### config.mk
export PLATFORM = sky130hd
export DESIGN_NAME = booth_result_uart_tx
export DESIGN_NICKNAME = d
export VERILOG_FILES = /design/src/rtl/booth_result_uart_tx.sv
export SDC_FILE = /design/constraint.sdc
export NUM_CORES = 1
export LEC_CHECK = 0
export ABC_AREA = 1
export BUFFER_PORTS_ARGS = -buffer_cell sky130_fd_sc_hd__clkbuf_2
export CAP_MARGIN = 20
export CORE_MARGIN = 5
export CORE_UTILIZATION = 59
export CTS_BUF_LIST = sky130_fd_sc_hd__clkbuf_4
export DETAILED_ROUTE_END_ITERATION = 8
export PLACE_DENSITY = 0.77
export SETUP_SLACK_MARGIN = 0.5
export SYNTH_ARGS = -nofsm -noshare
export SYNTH_HDL_FRONTEND = slang
export SYNTH_SLANG_ARGS = --single-unit
### constraint.sdc
create_clock -name CLK -period 2.4 [get_ports CLK]
set_input_delay 0.24 -clock CLK [delete_from_list [all_inputs] [get_ports CLK]]
set_output_delay 0.24 -clock CLK [all_outputs]
set_load 0.01 [all_outputs]
### src/rtl/booth_result_uart_tx.sv
// Booth result UART transmitter: sends the signed product as ASCII '0'/'1'
// digits, MSB first, 8N1 framing, optionally terminated by CR LF.
module booth_result_uart_tx #(
    parameter int CLKS_PER_BIT = 5208,
    parameter int RESULT_W     = 8,
    parameter int SEND_CRLF    = 1
) (
    input  logic                CLK,
    input  logic                RST,
    input  logic                start,
    input  logic [RESULT_W-1:0] result,
    output logic                busy,
    output logic                done,
    output logic                TX_OUT
);

    localparam int NCHAR = RESULT_W + 2 * SEND_CRLF;
    localparam int CW    = (CLKS_PER_BIT > 1) ? $clog2(CLKS_PER_BIT) : 1;
    localparam int CIW   = $clog2(NCHAR + 1);

    localparam logic [CW-1:0]  CNT_LAST  = CW'(CLKS_PER_BIT - 1);
    localparam logic [CIW-1:0] DIGITS    = CIW'(RESULT_W);
    localparam logic [CIW-1:0] CHAR_LAST = CIW'(NCHAR - 1);

    typedef enum logic [1:0] {
        S_IDLE,
        S_START,
        S_DATA,
        S_STOP
    } state_t;

    state_t              r_state, w_state_n;
    logic [CW-1:0]       r_cnt, w_cnt_n;
    logic [2:0]          r_bit, w_bit_n;
    logic [CIW-1:0]      r_char_idx, w_char_idx_n;
    logic [RESULT_W-1:0] r_res, w_res_n;
    logic [RESULT_W-1:0] w_shift;
    logic [7:0]          w_char;
    logic                r_tx, w_tx_n;
    logic                r_busy, w_busy_n;
    logic                r_done, w_done_n;
    logic                w_bit_end;

    assign TX_OUT    = r_tx;
    assign busy      = r_busy;
    assign done      = r_done;
    assign w_bit_end = (r_cnt == CNT_LAST);

    // Shifting left by char_idx brings digit RESULT_W-1-char_idx to the MSB.
    assign w_shift = r_res << r_char_idx;

    always_comb begin
        if (r_char_idx < DIGITS) begin
            w_char = {7'h18, w_shift[RESULT_W-1]};
        end else if (r_char_idx == DIGITS) begin
            w_char = 8'h0D;
        end else begin
            w_char = 8'h0A;
        end
    end

    always_comb begin
        w_state_n    = r_state;
        w_cnt_n      = r_cnt;
        w_bit_n      = r_bit;
        w_char_idx_n = r_char_idx;
        w_res_n      = r_res;
        w_done_n     = 1'b0;

        unique case (r_state)
            S_IDLE: begin
                if (start) begin
                    w_res_n      = result;
                    w_char_idx_n = '0;
                    w_cnt_n      = '0;
                    w_state_n    = S_START;
                end
            end
            S_START: begin
                if (w_bit_end) begin
                    w_cnt_n   = '0;
                    w_bit_n   = '0;
                    w_state_n = S_DATA;
                end else begin
                    w_cnt_n = r_cnt + 1'b1;
                end
            end
            S_DATA: begin
                if (w_bit_end) begin
                    w_cnt_n = '0;
                    if (r_bit == 3'd7) begin
                        w_state_n = S_STOP;
                    end else begin
                        w_bit_n = r_bit + 1'b1;
                    end
                end else begin
                    w_cnt_n = r_cnt + 1'b1;
                end
            end
            S_STOP: begin
                if (w_bit_end) begin
                    w_cnt_n = '0;
                    if (r_char_idx == CHAR_LAST) begin
                        w_state_n = S_IDLE;
                        w_done_n  = 1'b1;
                    end else begin
                        w_char_idx_n = r_char_idx + 1'b1;
                        w_state_n    = S_START;
                    end
                end else begin
                    w_cnt_n = r_cnt + 1'b1;
                end
            end
            default: w_state_n = S_IDLE;
        endcase

        // Outputs are registered from the next state so the line changes
        // in the same cycle the FSM enters a new bit.
        w_busy_n = (w_state_n != S_IDLE);
        unique case (w_state_n)
            S_START: w_tx_n = 1'b0;
            S_DATA:  w_tx_n = w_char[w_bit_n];
            default: w_tx_n = 1'b1;
        endcase
    end

    always_ff @(posedge CLK or posedge RST) begin
        if (RST) begin
            r_state    <= S_IDLE;
            r_cnt      <= '0;
            r_bit      <= '0;
            r_char_idx <= '0;
            r_res      <= '0;
            r_tx       <= 1'b1;
            r_busy     <= 1'b0;
            r_done     <= 1'b0;
        end else begin
            r_state    <= w_state_n;
            r_cnt      <= w_cnt_n;
            r_bit      <= w_bit_n;
            r_char_idx <= w_char_idx_n;
            r_res      <= w_res_n;
            r_tx       <= w_tx_n;
            r_busy     <= w_busy_n;
            r_done     <= w_done_n;
        end
    end

endmodule
==> results of run 1 <==
-- sequential cells by signal, indices dropped and copies added, names as in the netlist --
register and count:
TX_OUT 1, busy 1, done 1, r_bit 3, r_char_idx 4, r_cnt 13
r_res 8, r_state 2
-- worst paths after layout --
path                             from         to  slack [ns]
max                        r_state[0]  r_cnt[10]        0.54
min in group asynchronous         RST  r_cnt[12]        0.38
min                         result[0]   r_res[0]         0.1
max reg2reg                r_state[0]  r_cnt[10]        0.54
max in group asynchronous         RST     TX_OUT        1.42
min reg2reg                  r_res[7]   r_res[7]        0.49
-- per-stage QoR --
step                std cells  power, mW  setup WS [ns]  utilization (%)
CTS                       319       1.29          0.508             66.7
detailed placement        310       1.00          0.459             64.6
global placement          310      0.991          0.514             64.6
global route              322       1.41          0.440             68.0
floorplan                 252      0.924          0.630                -
finish                    322       1.32          0.540             68.0
-- cells in the final DEF, fill, tap and decap left out --
master,count
nand2_1,62
dfrtp_1,32
inv_1,26
nor2_1,20
nand3_1,16
a21oi_1,15
clkbuf_2,13
o21ai_0,9
ha_1,7
inv_2,6
nand2_2,6
nor2_2,6
clkbuf_4,6
buf_4,6
nor3_1,4
o21ai_1,4
nand4_1,4
nor2_4,3
xor2_1,3
nand3_2,3
nand2_4,3
ha_2,3
nand3_4,2
nor3b_1,2
o31ai_1,2
dfstp_2,1
nor2_8,1
and3_4,1
inv_4,1
o21bai_1,1
nor4_1,1
and3_1,1
a211oi_1,1
o2111ai_4,1
or2_1,1
xnor2_1,1
clkinv_1,1
dlygate4sd3_1,1
-- routing by layer --
| layer | vias up | wire [µm] |
|---|---|---|
| li1 | 855 | - |
| met2 | 48 | 1920 |
| met1 | 773 | 1810 |
| met5 | - | 0 |
| met4 | 0 | 90 |
| met3 | 11 | 209 |
-- worst register-to-register path, cell delays in order (launching register included) --
cell and delay [ns]:
dfrtp_1 0.41, inv_1 0.16, ha_2 0.27, inv_2 0.07, nor2_4 0.20, inv_4 0.10
nand3_1 0.14, nor2_2 0.08, nand3_1 0.07, inv_1 0.05, a21oi_1 0.14, a211oi_1 0.06
-- cell families after synthesis --
| group | count (synthesis) | synth area share, % |
|---|---|---|
| adder cells (fa/ha/maj) | 10 | 6.21 |
| XOR/XNOR | 4 | 1.74 |
| AO/OA/AOI/OAI | 33 | 9.75 |
| AND/OR/NAND/NOR | 136 | 34.5 |
| buffers and inverters | 36 | 6.77 |
| flip-flops | 33 | 41.1 |
-- report_power, final --
group,internal [mW],switching [mW],total (mW)
combinational,0.121,0.193,0.314
clock,0.118,0.182,0.299
sequential,0.624,0.0802,0.704
total,0.862,0.455,1.32
-- final cells by class --
cell class                      count  area, µm²  area share [%]
Clock buffer                        6       45.0            2.00
Inverter                           33        126            5.62
Clock inverter                      1       3.75           0.167
Sequential cell                    33        827            36.8
Tap cell                           46       57.6            2.56
Multi-Input combinational cell    183       1070            47.6
Timing Repair Buffer               20        120            5.34
-- what timing repair did --
action | in CTS | in global routing
buffers inserted | 1 | 3
setup endpoints to repair | 2 | 6
hold buffers | 1 | 0
resized for setup | 1 | 7
hold endpoints to repair | 8 | 0
cloned | 0 | 0
pin swaps | 0 | 1
-- synth_stat cells (2+ instances only) --
cell type  number  share of area (%)
a21oi_1        15                3.7
nor2_4          3                1.7
nand2_4         3                1.7
inv_1          26                4.8
o21ai_1         4               0.99
nand3_2         3                1.5
nor2_2          3               0.93
nand4_1         4                1.2
nand3_1        16                4.0
nor2_1         23                4.3
nand2_1        62                 12
o21ai_0         9                2.2
nand2_2         6                1.9
clkbuf_1        2               0.37
ha_1           10                6.2
nand3_4         2                1.7
nor3b_1         2               0.75
inv_2           7                1.3
nor3_1          4               0.99
xor2_1          3                1.3
o31ai_1         2               0.75
dfrtp_1        32                 40
==> impl_metrics.py, run 1 <==
metrics = {
    "grt": {
        "gr-max-usage-layer": "met2",
        "first_global_vias": 1606,
        "gr-total-overflow": 0,
        "grt_util_all_layers_pct": 20.4,
        "grtUsageMet2_pct": 32.1,
        "met1_usage_pct": 27.1,
        "grt_first_pass_wirelength_mm": 7.07,
        "antenna_found_initial": 0,
        "grt_max_degree": 17,
        "use_met3_pct": 5.09,
    },
    "clock_network": {
        "cts_buffer_depth": 2,
        "cts_htree_levels": 2,
        "clk_pin_slew_ns": 0.10,
        "cts-root-buf": "clkbuf_4",
        "cts_tree": "yes",
        "clock-sinks": 33,
        "clock_latency_ns": 0.33,
        "cts-buffers-inserted": 5,
    },
    "floorplanning": {
        "start_util_pct": 60.8,
        "rows": 21,
        "fp.dieH_um": 68.4,
        "die_w_um": 68.4,
        "design.portCount": 14,
        "dieArea_um2": 4680,
        "core_um2": 3310,
    },
    "sta": {
        "rsz0062_at_grt": "yes",
        "finalSetupViolCount": 0,
        "whs_ns": 0.0978,
        "fmax_mhz": 538,
        "max-slew-margin-rel_pct": 77.1,
        "finalHoldViolCount": 0,
        "drv_slew": 0,
        "layout_min_cycle_time_ns": 1.86,
        "finClkSkew_ns": 0.00672,
        "tightest_slew_ns": 0.343,
        "period_share_pct": 77.5,
        "setup_tns_ns": 0,
    },
    "power": {
        "power-per-cell-area_nw_per_um2": 585,
        "ir_worst_vdd_mv": 0.355,
        "power.leakage_nw": 1.15,
    },
    "detailed_routing": {
        "vias_per_cell": 5.24,
        "wl_mm": 4.03,
        "avgRoutedWirePerCell_um": 12.5,
        "vias": 1687,
        "route.detailed.drc": 0,
        "ant_nets": 0,
        "dr.pass1.iters": 4,
        "drt_iter0_drc": 104,
    },
    "logic_synthesis": {
        "synth_edf_count": 0,
        "syn_inst": 252,
        "ys_types": 33,
        "synth_flop_cell": "dfrtp_1",
        "ys_warn_count": 0,
        "synthArstFlopShare_pct": 100,
        "yosysSeqAreaShare_pct": 41.1,
        "synth.avg_cell_area_um2": 7.99,
        "synth_nets": 273,
        "yosys_register_bits": 33,
        "synth_area_um2": 2010,
    },
    "cells_and_area": {
        "nFillCells": 317,
        "drive_above_1_share_pct": 22.5,
        "final_cell_area_um2": 2250,
        "antennaDiodeCount": 0,
        "areaGrowthSynthToFinish_pct": 11.7,
        "nets": 297,
    },
    "critical_path": {
        "critPathBufInv": 4,
        "crit_family": "simple AND/OR/NAND/NOR gates",
        "critical_path.max_fanout": 8,
        "crit_path_start_kind": "flip-flop",
        "criticalPathCategory": "flip-flop to flip-flop",
        "critPathMaxStageDelay_ns": 0.41,
        "slowest_stage": "dfrtp_1",
        "cp_data_required_time_ns": 2.62,
        "arrival_ns": 2.08,
        "cp-end-kind": "flip-flop",
        "path_depth": 11,
        "path_cells": "inv_1 -> ha_2 -> inv_2 -> nor2_4 -> inv_4 -> nand3_1 -> nor2_2 -> nand3_1 -> inv_1 -> a21oi_1 -> a211oi_1",
        "reg2reg_depth": 11,
    },
    "place": {
        "gp_congestion": 0.892,
        "dp_hpwl_mm": 3.04,
        "dpl_cell_area_um2": 2140,
        "io_buffer_count": 13,
    },
    "min_path": {
        "hold_class": "input port to flip-flop",
        "holdPathStages": 3,
    },
    "run": {
        "maxCapViolCount": 0,
    },
    "run_status": {
        "status": "complete, no violations",
    },
}
Note: power is estimated with default switching activity, not from simulation.
==> run 2: changes to the inputs <==
Settings changed: CORE_UTILIZATION 59 to 56.
Clock period 2.4 ns to 1.55 ns, I/O delays scaled along.
==> run 2 against run 1 <==
Effect of this change:
- the flow now finishes with violations (setup timing)
- count of clock-buffer cells in the layout shrank 1
- flip-flop and latch count did not move
- first-iteration DRC count down 27%
- non-clock buffer count increased by 51
- critical path depth shrank 2
- clock skew grew 0.0014 ns
- clock power increased by 120%
- core utilization up 17 points
- wire length is 32% higher
==> impl_metrics.py, run 2 (synthesis results as in run 1) <==
metrics = {
    "cells_and_area": {
        "largestRegisters": "r_cnt: 13 flops, r_res: 8 flops, r_char_idx: 4 flops",
        "final_cells": 375,
        "drive_above_1_share_pct": 44.1,
        "final_common_cell": "nand2_1",
        "largest_reg_flops": 13,
        "nets": 349,
        "final_core_util_pct": 85.1,
        "antennaDiodeCount": 0,
        "nFillCells": 208,
        "largest_register": "r_cnt",
        "layout_common_cells": "nand2_1, buf_4, dfrtp_1",
        "areaGrowthSynthToFinish_pct": 44.3,
    },
    "critical_path": {
        "crit_path_start_kind": "flip-flop",
        "cp-end-kind": "flip-flop",
        "cp_data_required_time_ns": 1.79,
        "crit_path_end": "r_char_idx[3]",
        "criticalPathCategory": "flip-flop to flip-flop",
        "r2r-start": "r_cnt[3]",
        "reg2reg_depth": 9,
        "r2r-end": "r_char_idx[3]",
        "critical_path.max_fanout": 3,
        "arrival_ns": 1.93,
        "r2r_setup_slack_ns": -0.15,
        "critPathLaunch": "r_cnt[3]",
    },
    "power": {
        "power-per-cell-area_nw_per_um2": 853,
        "ir_worst_vdd_mv": 0.730,
        "p_clk_share_pct": 26.1,
        "p_int_mw": 1.63,
        "power_mw": 2.48,
        "p_switching_mw": 0.848,
        "power.leakage_nw": 1.43,
        "p_comb_share_pct": 30.1,
        "switching_share_pct": 34.2,
        "pwr-share-seq_pct": 43.8,
    },
    "grt": {
        "grt_max_degree": 34,
        "first_global_vias": 2002,
        "grt_util_all_layers_pct": 22.2,
        "grt_first_pass_wirelength_mm": 8.78,
        "antenna_found_initial": 0,
        "gr-total-overflow": 0,
    },
    "floorplanning": {
        "fp.dieH_um": 70.0,
        "design.portCount": 14,
        "rows": 21,
        "die_w_um": 70.0,
        "dieArea_um2": 4900,
        "core_um2": 3420,
        "start_util_pct": 59.0,
    },
    "detailed_routing": {
        "route.detailed.drc": 0,
        "ant_nets": 0,
        "avgRoutedWirePerCell_um": 14.2,
        "vias": 1950,
        "drt_iter0_drc": 76,
        "dr.pass1.iters": 4,
        "vias_per_cell": 5.20,
        "wl_mm": 5.32,
    },
    "min_path": {
        "hold_class": "input port to flip-flop",
        "holdPathStages": 3,
    },
    "sta": {
        "layout_min_cycle_time_ns": 1.70,
        "setup_tns_ns": -0.735,
        "period_share_pct": 109,
        "rsz0062_at_grt": "yes",
        "finClkSkew_ns": 0.00814,
        "fmax_mhz": 590,
        "drv_slew": 0,
        "setup_ws_ns": -0.145,
        "finalSetupViolCount": 14,
        "finalHoldViolCount": 0,
        "tightest_slew_ns": 0.411,
        "max-slew-margin-rel_pct": 72.6,
    },
    "clock_network": {
        "clock-sinks": 33,
        "cts_tree": "yes",
        "clk_pin_slew_ns": 0.10,
        "cts-buffers-inserted": 5,
        "cts_htree_levels": 2,
        "cts_buffer_depth": 2,
        "clock_latency_ns": 0.35,
        "cts-root-buf": "clkbuf_4",
    },
    "place": {
        "pre_cts_ws_ns": -0.168,
        "placed_cells": 343,
        "gp_congestion": 0.831,
        "io_buffer_count": 13,
        "dp_hpwl_mm": 3.34,
    },
    "run": {
        "maxCapViolCount": 0,
    },
    "run_status": {
        "violations": "setup timing",
        "status": "finished, violations left",
    },
}
run 2: metal layers:
layer	part of all wire [%]	GRT usage, %	vias up
li1	-	-	965
met1	42	26.6	914
met2	52	39.2	52
met3	3.5	4.88	19
met4	3.0	7.45	0
met5	0	0	-
run 2: cell type report:
class                   instances  area [µm²]  area share, %
clock buffers                   5        37.5           1.29
flip-flops and latches         33         827           28.5
inverters                      33         134           4.61
repair inverters                1        7.51          0.258
clock inverters                 3        41.3           1.42
well taps                      46        57.6           1.98
multi-input cells             183        1240           42.6
repair buffers                 71         563           19.4
run 2: how the worst min path moves through the flow:
stage,startpoint,endpoint
after floorplan,result[0],r_res[0]
after detailed placement,RST,r_res[1]
after global routing,result[6],r_res[6]
after CTS,result[6],r_res[6]
after global placement,RST,r_res[1]
final,result[6],r_res[6]
run 2: what timing repair did:
item	CTS	global route
hold buffers	4	0
gates resized for setup	30	26
hold endpoints to repair	35	0
setup buffers	11	8
pin swaps	15	13
setup endpoints to repair	34	34
gates cloned	1	0
run 2: worst max-delay path: stages, from the launching register on:
cell       delay [ns]
dfrtp_1          0.44
inv_2            0.09
nand2_2          0.07
nor2_1           0.15
nand3_2          0.14
nand2_2          0.11
o2111ai_4        0.12
or2_1            0.25
o21ai_1          0.16
a21oi_1          0.05
run 2: power groups by stage:
stage / Clock [mW] / Combinational (mW) / Sequential (mW)
5_1_grt: 0.700 / 0.825 / 1.10
3_3_place_gp: 0 / 0.595 / 1.09
2_1_floorplan: 0 / 0.379 / 1.09
3_5_place_dp: 0 / 0.617 / 1.09
6_report: 0.648 / 0.746 / 1.09
4_1_cts: 0.651 / 0.652 / 1.08
run 2: stage by stage:
| stage | hold WS [ns] | cell area, µm² |
|---|---|---|
| detailed placement | 0.245 | 2440 |
| global route | 0.0134 | 2910 |
| floorplan | 0.265 | 2070 |
| global placement | 0.242 | 2440 |
| CTS | 0.00712 | 2740 |
| finish | 0.00930 | 2910 |
==> run 3: changes to the inputs <==
Settings changed: REMOVE_ABC_BUFFERS set to 1, SLEW_MARGIN set to 0.
==> run 3 against run 2 <==
Effect of this change:
- the run still ends with setup timing left
- register-to-register slack worse by 0.16 ns
- flip-flop and latch count stayed put
- non-clock buffer count is 7 higher
- wire length is 59% higher
- combinational power is 39% higher
- fmax is 8.6% lower
- via count is 23% higher
- clock power is 26% lower
- critical endpoint is now TX_OUT
- largest cell class unchanged
- highest routed layer unchanged
==> impl_metrics.py, run 3 (synthesis results as in run 1) <==
metrics = {
    "clock_network": {
        "cts_tree": "yes",
        "cts-root-buf": "clkbuf_4",
        "clock-sinks": 33,
        "cts_buffer_depth": 2,
        "cts-buffers-inserted": 5,
        "clock_latency_ns": 0.36,
        "clk_pin_slew_ns": 0.11,
        "cts_htree_levels": 2,
    },
    "cells_and_area": {
        "drive_above_1_share_pct": 56.4,
        "final_common_cell": "buf_4",
        "layout_common_cells": "buf_4, nand2_1, dfrtp_1",
        "largestRegisters": "r_cnt: 13 flops, r_res: 8 flops, r_char_idx: 4 flops",
        "largest_register": "r_cnt",
        "final_core_util_pct": 92.0,
        "antennaDiodeCount": 0,
        "areaGrowthSynthToFinish_pct": 56.0,
        "nFillCells": 115,
        "nets": 356,
        "largest_reg_flops": 13,
    },
    "power": {
        "switching_share_pct": 39.2,
        "p_comb_share_pct": 40.1,
        "p_clk_share_pct": 18.5,
        "ir_worst_vdd_mv": 0.992,
        "power.leakage_nw": 1.50,
        "power-per-cell-area_nw_per_um2": 829,
        "pwr-share-seq_pct": 41.4,
        "p_int_mw": 1.58,
        "p_switching_mw": 1.02,
    },
    "floorplanning": {
        "rows": 21,
        "start_util_pct": 59.0,
        "core_um2": 3420,
        "dieArea_um2": 4900,
        "fp.dieH_um": 70.0,
        "design.portCount": 14,
        "die_w_um": 70.0,
    },
    "critical_path": {
        "critical_path.max_fanout": 7,
        "arrival_ns": 2.14,
        "slowest_stage": "dfrtp_1",
        "reg2reg_depth": 9,
        "criticalPathCategory": "flip-flop to flip-flop",
        "path_cells": "inv_2 -> nand2_2 -> nor2_8 -> nand3_4 -> o21bai_1 -> nand3_1 -> o21ai_1 -> nor2_1 -> a21oi_1",
        "crit_path_start_kind": "flip-flop",
        "critPathMaxStageDelay_ns": 0.43,
        "cp_data_required_time_ns": 1.84,
        "cp-end-kind": "flip-flop",
    },
    "detailed_routing": {
        "ant_nets": 0,
        "dr.pass1.iters": 6,
        "drt_iter0_drc": 427,
        "vias_per_cell": 6.32,
        "avgRoutedWirePerCell_um": 22.2,
        "route.detailed.drc": 0,
        "vias": 2407,
        "wl_mm": 8.47,
    },
    "place": {
        "pre_cts_ws_ns": -0.210,
        "dp_hpwl_mm": 3.23,
        "gp_congestion": 0.916,
        "io_buffer_count": 13,
    },
    "min_path": {
        "holdPathStages": 3,
        "hold_class": "input port to flip-flop",
    },
    "grt": {
        "grt_first_pass_wirelength_mm": 10.6,
        "grt_util_all_layers_pct": 27.6,
        "antenna_found_initial": 0,
        "gr-total-overflow": 0,
        "grt_max_degree": 34,
        "first_global_vias": 2189,
    },
    "run_status": {
        "violations": "setup timing",
        "status": "finished, violations left",
    },
    "sta": {
        "finClkSkew_ns": 0.00925,
        "period_share_pct": 120,
        "fmax_mhz": 539,
        "layout_min_cycle_time_ns": 1.86,
        "finalSetupViolCount": 22,
        "drv_slew": 0,
        "tightest_slew_ns": 0.502,
        "rsz0062_at_grt": "yes",
        "setup_ws_ns": -0.305,
        "max-slew-margin-rel_pct": 66.3,
        "whs_ns": 0.0147,
        "finalHoldViolCount": 0,
    },
    "run": {
        "maxCapViolCount": 0,
    },
}
run 3: changes by cell type in the layout (fill, tap and decap cells not counted), sizes merged:
cell / before / now
buf: 55 / 66
bufinv: 1 / 0
clkinvlp: 2 / 1
dlygate4sd3: 4 / 1
run 3: metrics by stage:
step                      total power, mW  std cells  TNS [ns]  area (µm²)
final                                2.60        381     -3.52        3140
after global routing                 2.70        381     -4.55        3140
after CTS                            2.34        371    -0.322        2880
after detailed placement             1.70        352    -0.934        2450
after global placement               1.69        352    -0.652        2450
after floorplan                      1.43        249    -0.803        2000
run 3: timing repair:
item                                    in CTS  in global routing
hold buffers                                 1                  0
buffers inserted                            10                 10
gates resized for setup                     75                 52
gates cloned                                 1                  0
pin swaps                                   35                 17
hold endpoints to repair                    32                  0
endpoints found under the setup margin      34                 35
run 3: critical path: cells and delay by family, from the launching register on:
family,cells,cell delay [ns]
AOI/OAI and AO/OA,3,0.65
and+or+nand+nor,5,0.62
DFF,1,0.43
buffers and inverters,1,0.08
run 3: power groups by stage:
stage                     registers, mW  clock network, mW  logic, mW
after floorplan                    1.08                  0      0.354
after global placement             1.06                  0      0.630
after detailed placement           1.07                  0      0.633
after CTS                          1.06              0.475      0.802
after global routing               1.09              0.525       1.09
final                              1.08              0.482       1.04
run 3: area by class of cell:
class | instances | area (µm²) | share of cell area (%)
multi-input combinational | 183 | 1410 | 44.9
sequential | 33 | 827 | 26.3
timing repair buffer | 78 | 653 | 20.8
inverter | 33 | 136 | 4.34
tap | 46 | 57.6 | 1.83
clock buffer | 6 | 45.0 | 1.43
timing repair inverter | 1 | 7.51 | 0.239
clock inverter | 1 | 3.75 | 0.119
run 3: per-layer routing:
metal | routed length, µm | global-route usage (%)
met1 | 3090 | 34.3
met2 | 3870 | 45.9
met3 | 914 | 6.46
met4 | 593 | 11.7
met5 | 0 | 0
run 3: path summary, 6_finish.rpt:
check	from	slack (ns)	endpoint
max	r_cnt[11]	-0.31	TX_OUT
min	result[6]	0.01	r_res[6]
max reg2reg	r_cnt[11]	-0.31	TX_OUT
min reg2reg	r_res[2]	0.53	r_res[2]
max in group asynchronous	RST	0.78	TX_OUT
min in group asynchronous	RST	0.43	r_cnt[11]
